## src/rtl/grid_shift_out.sv

```systemverilog
// Serial row transmitter for the 8x8 Life grid: drives a daisy-chained pair of 74HC595s.
// Define GRID_SHIFT_BLANK_EN to keep the display blanked while a row shifts in.
module grid_shift_out #(
    parameter int CLK_DIV  = 4,
    parameter int ROW_HOLD = 256
) (
    input  logic        i_clk,
    input  logic        i_reset,
    input  logic        i_enable,
    input  logic [63:0] i_grid,
    output logic        o_sclk,
    output logic        o_sdata,
    output logic        o_rclk,
    output logic        o_oe_n,
    output logic        o_busy,
    output logic        o_frame_done
);

    localparam logic [2:0] ST_IDLE  = 3'd0;
    localparam logic [2:0] ST_SNAP  = 3'd1;
    localparam logic [2:0] ST_SHIFT = 3'd2;
    localparam logic [2:0] ST_LATCH = 3'd3;
    localparam logic [2:0] ST_HOLD  = 3'd4;

    localparam int MAX_CNT = (CLK_DIV > ROW_HOLD) ? CLK_DIV : ROW_HOLD;
    localparam int CNT_W   = $clog2(MAX_CNT + 1);
    localparam logic [CNT_W-1:0] DIV_LAST  = CNT_W'(CLK_DIV - 1);
    localparam logic [CNT_W-1:0] HOLD_LAST = CNT_W'(ROW_HOLD - 1);

    logic [2:0]       r_state;
    logic [63:0]      r_snap;
    logic [2:0]       r_row;
    logic [3:0]       r_bit;
    logic             r_phase;
    logic [CNT_W-1:0] r_cnt;
    logic             r_sclk;
    logic             r_sdata;
    logic             r_rclk;
    logic             r_oe_n;
    logic             r_busy;
    logic             r_frame_done;

    logic [2:0]       w_state_nxt;
    logic [63:0]      w_snap_nxt;
    logic [2:0]       w_row_nxt;
    logic [3:0]       w_bit_nxt;
    logic             w_phase_nxt;
    logic [CNT_W-1:0] w_cnt_nxt;
    logic             w_frame_done_nxt;
    logic [7:0]       w_row_sel;
    logic [15:0]      w_word;
    logic             w_sdata_nxt;
    logic             w_oe_n_nxt;

    always_comb begin
        // NOTE: every variable gets a default before the case so no path leaves one unassigned (no latches).
        w_state_nxt      = r_state;
        w_snap_nxt       = r_snap;
        w_row_nxt        = r_row;
        w_bit_nxt        = r_bit;
        w_phase_nxt      = r_phase;
        w_cnt_nxt        = r_cnt;
        w_frame_done_nxt = 1'b0;
        case (r_state)
            ST_IDLE: begin
                if (i_enable) w_state_nxt = ST_SNAP;
            end
            ST_SNAP: begin
                w_snap_nxt  = i_grid;
                w_row_nxt   = 3'd0;
                w_bit_nxt   = 4'd15;
                w_phase_nxt = 1'b0;
                w_cnt_nxt   = '0;
                w_state_nxt = ST_SHIFT;
            end
            ST_SHIFT: begin
                if (r_cnt == DIV_LAST) begin
                    w_cnt_nxt = '0;
                    if (!r_phase) begin
                        w_phase_nxt = 1'b1;
                    end else if (r_bit == 4'd0) begin
                        w_state_nxt = ST_LATCH;
                    end else begin
                        w_bit_nxt   = r_bit - 1'b1;
                        w_phase_nxt = 1'b0;
                    end
                end else begin
                    w_cnt_nxt = r_cnt + 1'b1;
                end
            end
            ST_LATCH: begin
                if (r_cnt == DIV_LAST) begin
                    w_cnt_nxt   = '0;
                    w_state_nxt = ST_HOLD;
                end else begin
                    w_cnt_nxt = r_cnt + 1'b1;
                end
            end
            ST_HOLD: begin
                if (r_cnt == HOLD_LAST) begin
                    w_cnt_nxt = '0;
                    if (r_row != 3'd7) begin
                        w_row_nxt   = r_row + 1'b1;
                        w_bit_nxt   = 4'd15;
                        w_phase_nxt = 1'b0;
                        w_state_nxt = ST_SHIFT;
                    end else begin
                        w_frame_done_nxt = 1'b1;
                        w_state_nxt      = i_enable ? ST_SNAP : ST_IDLE;
                    end
                end else begin
                    w_cnt_nxt = r_cnt + 1'b1;
                end
            end
            default: w_state_nxt = ST_IDLE;
        endcase
    end

    // Outputs are registered from next-state values so they line up with the state they describe.
    assign w_row_sel   = 8'd1 << w_row_nxt;
    assign w_word      = {~w_row_sel, w_snap_nxt[{w_row_nxt, 3'b000} +: 8]};
    assign w_sdata_nxt = (w_state_nxt == ST_SHIFT && !w_phase_nxt) ? w_word[w_bit_nxt] : r_sdata;

`ifdef GRID_SHIFT_BLANK_EN
    assign w_oe_n_nxt = (w_state_nxt != ST_HOLD);
`else
    assign w_oe_n_nxt = !((w_state_nxt == ST_SHIFT) || (w_state_nxt == ST_HOLD));
`endif

    always_ff @(posedge i_clk or posedge i_reset) begin
        if (i_reset) begin
            r_state      <= ST_IDLE;
            r_snap       <= '0;
            r_row        <= 3'd0;
            r_bit        <= 4'd15;
            r_phase      <= 1'b0;
            r_cnt        <= '0;
            r_sclk       <= 1'b0;
            r_sdata      <= 1'b0;
            r_rclk       <= 1'b0;
            r_oe_n       <= 1'b1;
            r_busy       <= 1'b0;
            r_frame_done <= 1'b0;
        end else begin
            // NOTE: non-blocking assignments so every flop samples the pre-edge values.
            r_state      <= w_state_nxt;
            r_snap       <= w_snap_nxt;
            r_row        <= w_row_nxt;
            r_bit        <= w_bit_nxt;
            r_phase      <= w_phase_nxt;
            r_cnt        <= w_cnt_nxt;
            r_sclk       <= (w_state_nxt == ST_SHIFT) && w_phase_nxt;
            r_sdata      <= w_sdata_nxt;
            r_rclk       <= (w_state_nxt == ST_LATCH);
            r_oe_n       <= w_oe_n_nxt;
            r_busy       <= (w_state_nxt != ST_IDLE);
            r_frame_done <= w_frame_done_nxt;
        end
    end

    assign o_sclk       = r_sclk;
    assign o_sdata      = r_sdata;
    assign o_rclk       = r_rclk;
    assign o_oe_n       = r_oe_n;
    assign o_busy       = r_busy;
    assign o_frame_done = r_frame_done;

endmodule
```

## config.mk

```make
export PLATFORM = sky130hd
export DESIGN_NAME = grid_shift_out
export DESIGN_NICKNAME = d
export VERILOG_FILES = /design/src/rtl/grid_shift_out.sv
export SDC_FILE = /design/constraint.sdc
export NUM_CORES = 1
export LEC_CHECK = 0
export ABC_AREA = 1
export CAP_MARGIN = 20
export CELL_PAD_IN_SITES_DETAIL_PLACEMENT = 1
export CELL_PAD_IN_SITES_GLOBAL_PLACEMENT = 1
export CORE_MARGIN = 2
export CORE_UTILIZATION = 35
export CTS_CLUSTER_DIAMETER = 100
export DETAILED_ROUTE_END_ITERATION = 12
export PLACE_DENSITY = 0.83
export SLEW_MARGIN = 25
export SYNTH_ARGS = -nofsm -noshare
export SYNTH_HDL_FRONTEND = slang
export SYNTH_SLANG_ARGS = --single-unit
```

## constraint.sdc

```tcl
create_clock -name i_clk -period 2.73 [get_ports i_clk]
set_clock_uncertainty 0.1 [all_clocks]
set_input_delay 0.273 -clock i_clk [delete_from_list [all_inputs] [get_ports i_clk]]
set_output_delay 0.273 -clock i_clk [all_outputs]
set_load 0.005 [all_outputs]
```

==> flow_metrics.py <==
metrics = {
    "timing": {
        "tightest_slew_ns": 0.614,
        "hold_slack_ns": 0.209,
        "hold_violations": 0,
        "relSlewSlack_pct": 59.0,
        "rsz0062_at_grt": "true",
        "slew_viol_final": 0,
        "timing.final.ws_setup_ns": -0.600,
        "setup_violations": 6,
        "fin_tns_setup_ns": -0.998,
        "clock.fmax_mhz": 300,
        "period_needed_ns": 3.33,
        "timing.final.crit_share_pct": 122,
    },
    "worst_setup_path": {
        "r2r_slack_ns": -0.60,
        "slowest_stage": "dfrtp_1",
        "crit_start": "r_cnt[0]$_DFFE_PP0P_",
        "crit_arrival_ns": 3.53,
        "crit_chain": "ha_2 > nand2_2 > nor2_4 > inv_2 > nor2_4 > inv_2 > nor3_4 > inv_2 > nor2_4 > ha_4 > nand4_1 > nand2_4 > buf_6 > clkbuf_16 > nand3_1 > nand2_1 > nand2_1 > nand3_1 > nand3_1 > nand3_2 > nand3_2 > nand3_2 > nand2_2 > nand2_2",
        "critical_path_class": "flip-flop to flip-flop",
        "crit_path_start_kind": "flip-flop",
        "cp-end-kind": "flip-flop",
        "cp_top_family": "simple AND/OR/NAND/NOR gates",
        "cp_max_fo": 11,
        "path_buf_inv": 5,
        "timing.rr.start": "r_cnt[0]$_DFFE_PP0P_",
        "cp_slowest_stage_delay_ns": 0.38,
        "cp_data_required_time_ns": 2.93,
    },
    "finish": {
        "fin_cells": 938,
        "n_fill_cell": 1567,
        "final_util_pct": 50.8,
        "fin_area_um2": 6640,
        "post_route_cells_drive_above_1_share_pct": 19.7,
        "syn_to_final_growth_pct": 43.1,
        "n_antenna_cell": 0,
        "fin_nets": 829,
    },
    "placed_design": {
        "place_ws_ns": -0.427,
        "globalplace.congestion": 0.810,
        "io_buffers": 72,
        "dpl.cell_count": 895,
        "hpwl_um": 10300,
        "postPlaceCellArea_um2": 5760,
    },
    "detailed_routing": {
        "dr.pass1.iters": 5,
        "detail-route-antenna-nets": 0,
        "vias": 4871,
        "wl_per_cell_um": 18.9,
        "drc_errors": 0,
        "viasPerCell": 5.19,
        "wl_um": 17700,
        "first_iter_violations": 355,
    },
    "hold_path": {
        "min_path_type": "primary input to asynchronous set/reset pin",
    },
    "die": {
        "coreArea_um2": 13100,
        "rows": 42,
        "dieArea_um2": 14200,
        "ios": 73,
        "die_w_um": 119,
        "die_h_um": 119,
        "initial_core_util_pct": 35.5,
    },
    "power": {
        "p_leak_nw": 3.28,
        "clkPwrFrac_pct": 43.4,
        "swShare_pct": 23.6,
        "vdd_drop_max_uv": 269,
        "intPower_mw": 2.22,
        "power_mw": 2.90,
        "p_per_area_nw_per_um2": 437,
        "combPwrFrac_pct": 8.5,
        "p_seq_share_pct": 48.1,
        "switching_power_mw": 0.685,
    },
    "grt": {
        "antenna_found_initial": 0,
        "grtUsageMet1_pct": 28.5,
        "overflow": 0,
        "use_met3_pct": 3.59,
        "grt_usage_pct": 22.7,
        "grt_pass1_vias": 5127,
        "grt_pass1_wl_um": 25500,
        "grt_max_degree": 42,
        "met2_usage_pct": 39.2,
        "busiest_layer": "met2",
    },
    "logic_synthesis": {
        "yosysSeqAreaShare_pct": 48.6,
        "synth_top_cell_by_area": "dfrtp_1",
        "yosys.cell_types.count": 33,
        "synth_fp_nets": 710,
        "synth_warnings": 0,
        "synth_area_leaders": "dfrtp_1, nand2_1, nand3_1",
        "avgSynthCellArea_um2": 7.28,
        "ys_ff_latch": 90,
        "syn_area_um2": 4640,
        "synthCells": 638,
        "synth_top_area_share_pct": 45.8,
    },
    "outcome": {
        "violations": "setup timing",
        "outcome": "finished with violations",
    },
    "cts": {
        "insertion_delay_ns": 0.36,
        "cts_buffers": 9,
        "holdBufCountCts": 0,
        "htreeDepth": 3,
        "clk_pin_slew_ns": 0.06,
        "cts_buffer_depth": 2,
        "clock_sink_count": 90,
        "cts_tree": "done",
        "cts_root_buf": "clkbuf_16",
    },
    "run": {
        "max_cap_violations": 0,
    },
}
-- per-layer routing --
| layer | share of wire (%) | wire length, um | up-vias |
|---|---|---|---|
| li1 | - | - | 2233 |
| met1 | 42 | 7400 | 2414 |
| met4 | 3.3 | 585 | 0 |
| met2 | 50 | 8870 | 172 |
| met3 | 4.8 | 843 | 52 |
| met5 | 0 | 0 | - |
-- cell usage in the layout (no fill, tap or decap), types with 9 or more instances in the layout --
cell             Yosys  layout
dfrtp_1             85      85
a21oi_1              9       9
nand3_2              1      14
nor2_1              22      15
o21ai_0             15      10
inv_1               49      43
and2_1              10      10
nand3_1             63      50
nand2_2              2      20
buf_6                0      14
nand2_1            309     287
clkdlybuf4s50_1      0      72
buf_4                1      35
clkbuf_16            0      12
-- Yosys cell counts --
cell type and count:
o211ai_1 1, o21a_1 1, o21ai_1 3, nand2_1 309
o32ai_1 3, o21ai_0 15, a21boi_0 1, a211oi_1 1
and2_1 10, a31oi_1 1, inv_1 49, buf_2 19
nand3_1 63, o22ai_1 2, xor2_1 2, nand2_2 2
nor3b_1 1, o221ai_1 1, o21ai_2 1, nand4_1 6
ha_1 5, inv_2 5, clkbuf_1 4, nand3_2 1
nor2_1 22, nor2_2 5, or2_2 1, a21oi_4 1
dfstp_2 5, a21oi_1 9, dfrtp_1 85, nor3_1 3
buf_4 1
-- flip-flops by register name, indices dropped and copies added, names as in the netlist --
name	count
o_busy	1
o_frame_done	1
o_oe_n	1
o_rclk	1
o_sclk	1
o_sdata	1
r_bit	4
r_cnt	9
r_phase	1
r_row	3
r_snap	64
r_state	3
-- worst reg2reg max path, stage by stage (launching register included) --
cell and delay [ns]:
dfrtp_1 0.38, ha_2 0.22, nand2_2 0.09, nor2_4 0.13, inv_2 0.05, nor2_4 0.11
inv_2 0.06, nor3_4 0.13, inv_2 0.07, nor2_4 0.14, ha_4 0.17, nand4_1 0.21
nand2_4 0.21, buf_6 0.17, clkbuf_16 0.17, nand3_1 0.10, nand2_1 0.13, nand2_1 0.07
nand3_1 0.09, nand3_1 0.12, nand3_2 0.11, nand3_2 0.07, nand3_2 0.07, nand2_2 0.05
nand2_2 0.06
-- power by group through the flow --
stage | Combinational (mW) | Sequential, mW | Clock (mW)
6_report | 0.246 | 1.40 | 1.26
5_1_grt | 0.274 | 1.40 | 1.32
4_1_cts | 0.238 | 1.40 | 1.25
3_5_place_dp | 0.233 | 1.42 | 0
3_3_place_gp | 0.226 | 1.42 | 0
2_1_floorplan | 0.0989 | 1.42 | 0
-- layout make-up --
type | count | area [um2] | area share, %
tap | 176 | 220 | 3.32
timing repair buffer | 131 | 1350 | 20.3
multi-input combinational | 471 | 2320 | 34.9
clock buffer | 11 | 233 | 3.50
inverter | 54 | 209 | 3.15
sequential | 90 | 2260 | 34.0
clock inverter | 5 | 55.1 | 0.829
-- worst paths after layout --
check	to	cells after the start
worst max-delay path	o_sdata$_DFFE_PP0P_	24
worst min-delay path	r_snap[54]$_DFF_PP0_	2
worst max register to register	o_sdata$_DFFE_PP0P_	24
worst min register to register	r_snap[48]$_DFF_PP0_	2
max in group asynchronous	r_snap[12]$_DFF_PP0_	3
min in group i_clk	r_snap[48]$_DFF_PP0_	2
-- cell families (layout without fill, tap and decap cells) --
| group | after synthesis | after routing | share of synthesized area (%) |
|---|---|---|---|
| simple gates | 423 | 424 | 37.5 |
| flops | 90 | 90 | 48.6 |
| buf+inv | 78 | 201 | 6.90 |
| compound gates | 40 | 40 | 5.25 |
| fa+ha+maj | 5 | 5 | 1.35 |
| xor+xnor | 2 | 2 | 0.377 |
-- timing repair --
item,in CTS,in global routing
endpoints found under the setup margin,3,20
resized for setup,19,75
pin swaps,13,31
setup buffers,19,16
cloned,1,4
Power figures use the tool's default switching activity.
